--- src/rtl/key_input_pkg.sv ---
// Shared key-input definitions: key code type, key count, capture FSM states and
// small helpers to count and encode debounced key levels.
package key_input_pkg;

    localparam int NUM_KEYS = 4;
    localparam int unsigned POP_W = 3;

    typedef logic [1:0] key_code_t;

    typedef enum logic [1:0] {
        IDLE         = 2'd0,
        EMIT         = 2'd1,
        WAIT_RELEASE = 2'd2
    } kpc_state_t;

    // Number of keys currently held.
    function automatic logic [POP_W-1:0] key_popcount(input logic [NUM_KEYS-1:0] keys);
        logic [POP_W-1:0] n;
        n = '0;
        for (int i = 0; i < NUM_KEYS; i++) begin
            n = n + POP_W'(keys[i]);
        end
        return n;
    endfunction

    // Index of the lowest held key; meaningful when exactly one key is held.
    function automatic key_code_t key_encode(input logic [NUM_KEYS-1:0] keys);
        key_code_t c;
        c = '0;
        for (int i = NUM_KEYS - 1; i >= 0; i--) begin
            if (keys[i]) begin
                c = key_code_t'(i);
            end
        end
        return c;
    endfunction

endpackage : key_input_pkg

--- src/rtl/key_debounce.sv ---
// One key channel: 2-FF synchroniser on the raw active-low button, inversion to
// active high, then a stability counter that only accepts a new level after it
// has been seen for DEBOUNCE_CYCLES consecutive cycles.
//   clk      system clock
//   rst      asynchronous active-high reset
//   key_raw  raw push button, active low, asynchronous to clk
//   held     debounced level, active high (1 = pressed)
module key_debounce #(
    parameter int unsigned DEBOUNCE_CYCLES = 500000
) (
    input  logic clk,
    input  logic rst,
    input  logic key_raw,
    output logic held
);

    localparam int unsigned CNT_W = $clog2(DEBOUNCE_CYCLES + 1);

    logic             sync_q1;
    logic             sync_q2;
    logic             pressed;
    logic [CNT_W-1:0] cnt;

    // Synchroniser resets to the released (high) level.
    always_ff @(posedge clk or posedge rst) begin
        if (rst) begin
            sync_q1 <= 1'b1;
            sync_q2 <= 1'b1;
        end else begin
            sync_q1 <= key_raw;
            sync_q2 <= sync_q1;
        end
    end

    assign pressed = ~sync_q2;

    // Any cycle agreeing with the accepted level restarts the count, so short glitches vanish.
    always_ff @(posedge clk or posedge rst) begin
        if (rst) begin
            cnt  <= '0;
            held <= 1'b0;
        end else if (pressed == held) begin
            cnt <= '0;
        end else if (cnt == CNT_W'(DEBOUNCE_CYCLES - 1)) begin
            held <= pressed;
            cnt  <= '0;
        end else begin
            cnt <= cnt + CNT_W'(1);
        end
    end

endmodule : key_debounce

--- src/rtl/key_press_capture.sv ---
// Input stage for the Simon game core: debounces the four push buttons, turns a
// single new key press into one valid/ready event carrying its 2-bit code, and
// rejects chords with a one-cycle multi_press pulse.
// Optional feature macro KEY_PRESS_COUNT_EN adds press_count, a saturating count
// of accepted events.
//   clk          system clock
//   rst          asynchronous active-high reset
//   key          raw push buttons, active low
//   press_valid  event presented on press_code
//   press_code   index of pressed key
//   press_ready  consumer accepts event when press_valid && press_ready
//   key_held     debounced key levels, active high
//   multi_press  one-cycle pulse on a rejected chord
//   press_count  (KEY_PRESS_COUNT_EN only) accepted events, saturates at 255
module key_press_capture
    import key_input_pkg::*;
#(
    parameter int unsigned DEBOUNCE_CYCLES = 500000
) (
    input  logic                clk,
    input  logic                rst,
    input  logic [NUM_KEYS-1:0] key,
    output logic                press_valid,
    output key_code_t           press_code,
    input  logic                press_ready,
    output logic [NUM_KEYS-1:0] key_held,
`ifdef KEY_PRESS_COUNT_EN
    output logic                multi_press,
    output logic [7:0]          press_count
`else
    output logic                multi_press
`endif
);

    kpc_state_t       state;
    logic [POP_W-1:0] held_count;
    logic [NUM_KEYS-1:0] held_vec;

    // One debounce channel per key.
    for (genvar g = 0; g < NUM_KEYS; g++) begin : g_key
        key_debounce #(
            .DEBOUNCE_CYCLES(DEBOUNCE_CYCLES)
        ) u_debounce (
            .clk    (clk),
            .rst    (rst),
            .key_raw(key[g]),
            .held   (held_vec[g])
        );
    end

    assign key_held   = held_vec;
    assign held_count = key_popcount(held_vec);

    // Capture FSM: one event per press, held steady under backpressure.
    always_ff @(posedge clk or posedge rst) begin
        if (rst) begin
            state       <= IDLE;
            press_valid <= 1'b0;
            press_code  <= '0;
            multi_press <= 1'b0;
        end else begin
            multi_press <= 1'b0;
            case (state)
                IDLE: begin
                    if (held_count == POP_W'(1)) begin
                        press_code  <= key_encode(held_vec);
                        press_valid <= 1'b1;
                        state       <= EMIT;
                    end else if (held_count >= POP_W'(2)) begin
                        multi_press <= 1'b1;
                        state       <= WAIT_RELEASE;
                    end
                end
                EMIT: begin
                    if (press_ready) begin
                        press_valid <= 1'b0;
                        state       <= WAIT_RELEASE;
                    end
                end
                WAIT_RELEASE: begin
                    if (held_vec == '0) begin
                        state <= IDLE;
                    end
                end
                default: begin
                    press_valid <= 1'b0;
                    state       <= IDLE;
                end
            endcase
        end
    end

`ifdef KEY_PRESS_COUNT_EN
    // Accepted-event counter, holds at its maximum instead of wrapping.
    always_ff @(posedge clk or posedge rst) begin
        if (rst) begin
            press_count <= '0;
        end else if (press_valid && press_ready && (press_count != 8'hFF)) begin
            press_count <= press_count + 8'd1;
        end
    end
`endif

endmodule : key_press_capture
--- config.mk ---
export PLATFORM = sky130hd
export DESIGN_NAME = key_press_capture
export DESIGN_NICKNAME = d
export VERILOG_FILES = /design/src/rtl/key_input_pkg.sv /design/src/rtl/key_debounce.sv /design/src/rtl/key_press_capture.sv
export SDC_FILE = /design/constraint.sdc
export NUM_CORES = 1
export LEC_CHECK = 0
export ABC_AREA = 1
export CAP_MARGIN = 15
export CORE_MARGIN = 4
export CORE_UTILIZATION = 42
export CTS_CLUSTER_DIAMETER = 60
export DETAILED_ROUTE_END_ITERATION = 7
export SKIP_LAST_GASP = 1
export SLEW_MARGIN = 20
export SYNTH_ARGS = -nofsm -noshare
export SYNTH_HDL_FRONTEND = slang
export SYNTH_SLANG_ARGS = --single-unit
--- constraint.sdc ---
create_clock -name clk -period 6.3 [get_ports clk]
set_input_delay 1.575 -clock clk [delete_from_list [all_inputs] [get_ports clk]]
set_output_delay 1.575 -clock clk [all_outputs]
set_load 0.005 [all_outputs]
==> metrics.md <==
| Metric | Value |
|---|---|
| Drt first pass iters | `5` |
| DRC Markers | `0` |
| CORE AREA | `12200 um^2` |
| Starting density of the core | `0.435` |
| Antenna cells | `0` |
| Final Hold Fails | `0` |
| # hold bufs at CTS | `0` |
| Clock Tree Root | `clkbuf_16` |
| DP Wirelength | `7840 um` |
| Die Wd | `120 um` |
| ANT nets after route | `0` |
| Setup TNS | `0 ps` |
| Nets | `735` |
| Final-report max-slew violation count | `0` |
| First DRT Iteration DRCs | `243` |
| RSZ-0062 raised after global routing | `no` |
| Routed WL per cell | `12.0 um` |
| IO Pins | `15` |
| Die H | `120 um` |
| Post-Syn Nets | `715` |
| Crit. path cell count | `1` |
| Site row count | `40` |
| Hold path depth | `0` |
| Gate Count Post-Synth | `699` |
| GP Congestion | `0.859` |
| Clk pin slew, worst setup/hold paths | `70 ps` |
| Largest net degree at the start of global routing | `49` |
| CTS buffer count | `9` |
| Synth Warn # | `0` |
| Post-cts sizing count | `0` |
| Clock Latency Late Sink | `350 ps` |
| R2R depth | `11` |
| Maxcap violations | `0` |
| Synth Area per Inst | `7.57 um^2` |
| Synthesis-to-finish area growth | `11.6%` |
| Fmax | `336 MHz` |
| Status | `complete, no violations` |
| Slew HR | `0.546` |
| Crit path max-delay family | `buffers and inverters` |
| Htree depth | `3` |
| Via density | `4.82` |
| CP endpoint kind | `primary output` |
| Most common cell after layout, fill and taps aside | `nor2_1` |
| Clock Path Buffers | `2` |
| Postcts setup bufs | `0` |
| CTS sink count | `94` |
| Crit-path max cell delay | `560 ps` |
| Flops & latches, synth | `94` |
| Clk_skew | `5.72 ps` |
| Final wirelength | `10700 um` |
| Most frequent cells in the layout | `nor2_1 (182), nand2_1 (120), dfrtp_1 (86)` |
| Post-synthesis sequential area ratio | `0.446` |
| Worst EP required | `4720 ps` |
| CP Launch Type | `register` |
| Slowest cell on the critical path | `clkdlybuf4s50_1` |
| Global router's overall resource usage | `0.159` |
| Buf/Inv on CP | `1` |
| Number of setup violations in the final report | `0` |
| TritonCTS clock tree | `done` |
| VDD IR max | `0.000144 V` |
| IO buf count | `14` |
| Antenna violations before repair | `0` |
| Critical path arrival | `1400 ps` |
| Synth Cell Area | `5290 um^2` |
| Die ar. | `14500 um^2` |
| CP max FO | `5` |
| Crit-path cells | `clkdlybuf4s50_1` |
| Worst-Margin Slew | `676 ps` |
| Total power | `1.20 mW` |
| Layout cell share with drive strength beyond 1 | `0.110` |
| Hold WC Path Type | `register to register` |
| Crit Path Class | `register to primary output` |
| Fin crit period | `2980 ps` |
| GRT overflow | `0` |
| Global-route wire length before repair | `18800 um` |
| Vias | `4296` |
| Pwr/cell area | `203 nW/um^2` |
| Yosys cell types | `32` |
| Period utilization | `0.473` |
| Vias in the first global route | `4111` |
| Leak | `2.49 nW` |
## where the power goes
group | switching (mW) | leakage [nW] | internal (mW)
clock network | 0.233 | 0.136 | 0.309
registers | 0.00559 | 1.28 | 0.614
logic | 0.0280 | 1.08 | 0.0117
total | 0.267 | 2.49 | 0.934
## synth_stat cells
master,number,area share
nand3_2,2,0.0038
nand3_1,56,0.053
inv_2,7,0.0050
o21a_1,1,0.0014
o21ai_1,5,0.0047
xnor2_1,14,0.023
dfstp_2,8,0.040
buf_2,2,0.0019
a21oi_1,14,0.013
nand2_2,19,0.022
nor3b_2,1,0.0024
nand2_1,120,0.085
nand3b_1,3,0.0043
a21oi_2,1,0.0017
xor2_1,21,0.035
nor2_4,8,0.017
nand2_4,1,0.0021
nor2_1,182,0.13
and2_1,4,0.0047
xor2_2,1,0.0031
nand4_1,7,0.0083
ha_1,8,0.019
a21boi_0,1,0.0014
nor3_1,7,0.0066
nor2_2,16,0.019
nor3b_1,3,0.0043
and3_1,2,0.0024
fa_1,1,0.0038
buf_4,4,0.0057
dfrtp_1,86,0.41
inv_1,78,0.055
o21ai_0,16,0.015
## logic make-up after synthesis
| family | count (synthesis) | synth area share |
|---|---|---|
| xor+xnor | 36 | 0.0610 |
| buf+inv | 91 | 0.0679 |
| compound gates | 38 | 0.0376 |
| fa+ha+maj | 9 | 0.0227 |
| simple gates | 431 | 0.364 |
| flops | 94 | 0.446 |
## through the flow
stage	hold slack [ps]	cells	instance area (um^2)	util	setup WS, ps
6_report	357	892	5900	0.485	3320
3_3_place_gp	346	876	5610	0.461	3180
2_1_floorplan	345	699	5290	-	2290
3_5_place_dp	348	876	5610	0.461	3150
4_1_cts	358	892	5900	0.485	3300
5_1_grt	359	892	5900	0.485	3250
## worst paths after layout
check / start / endpoint / slack, ps
worst max-delay path: g_key[1].u_debounce.held$_DFFE_PP0P_ / key_held[1] / 3320
worst min-delay path: g_key[2].u_debounce.sync_q1$_DFF_PP1_ / g_key[2].u_debounce.sync_q2$_DFF_PP1_ / 360
worst max register to register: g_key[1].u_debounce.held$_DFFE_PP0P_ / press_code[0]$_DFFE_PP0P_ / 3750
worst min register to register: g_key[2].u_debounce.sync_q1$_DFF_PP1_ / g_key[2].u_debounce.sync_q2$_DFF_PP1_ / 360
max in group asynchronous: rst / g_key[1].u_debounce.cnt[3]$_DFF_PP0_ / 3640
min in group asynchronous: rst / g_key[3].u_debounce.cnt[10]$_DFF_PP0_ / 1650
## final cells by class
cell class                 count  area [um^2]
fill                        1196         6260
multi-input combinational    514         2570
sequential                    94         2360
clock inverter                 5         58.8
inverter                      85          322
timing repair buffer          15          148
tap                          168          210
clock buffer                  11          233
## state kept, by name, indices dropped and copies added, names as in the netlist
register                  cells
g_key.u_debounce.sync_q1      4
state                         2
press_code                    2
g_key.u_debounce.held         4
g_key.u_debounce.cnt         76
g_key.u_debounce.sync_q2      4
press_valid                   1
multi_press                   1
## per-layer routing
metal	part of all wire	up-vias	track usage
met5	0	-	0
met4	0.010	0	0.0453
met3	0.044	11	0.0458
met2	0.47	92	0.251
met1	0.48	1989	0.215
li1	-	2204	-
(Power assumes the default switching activity.)
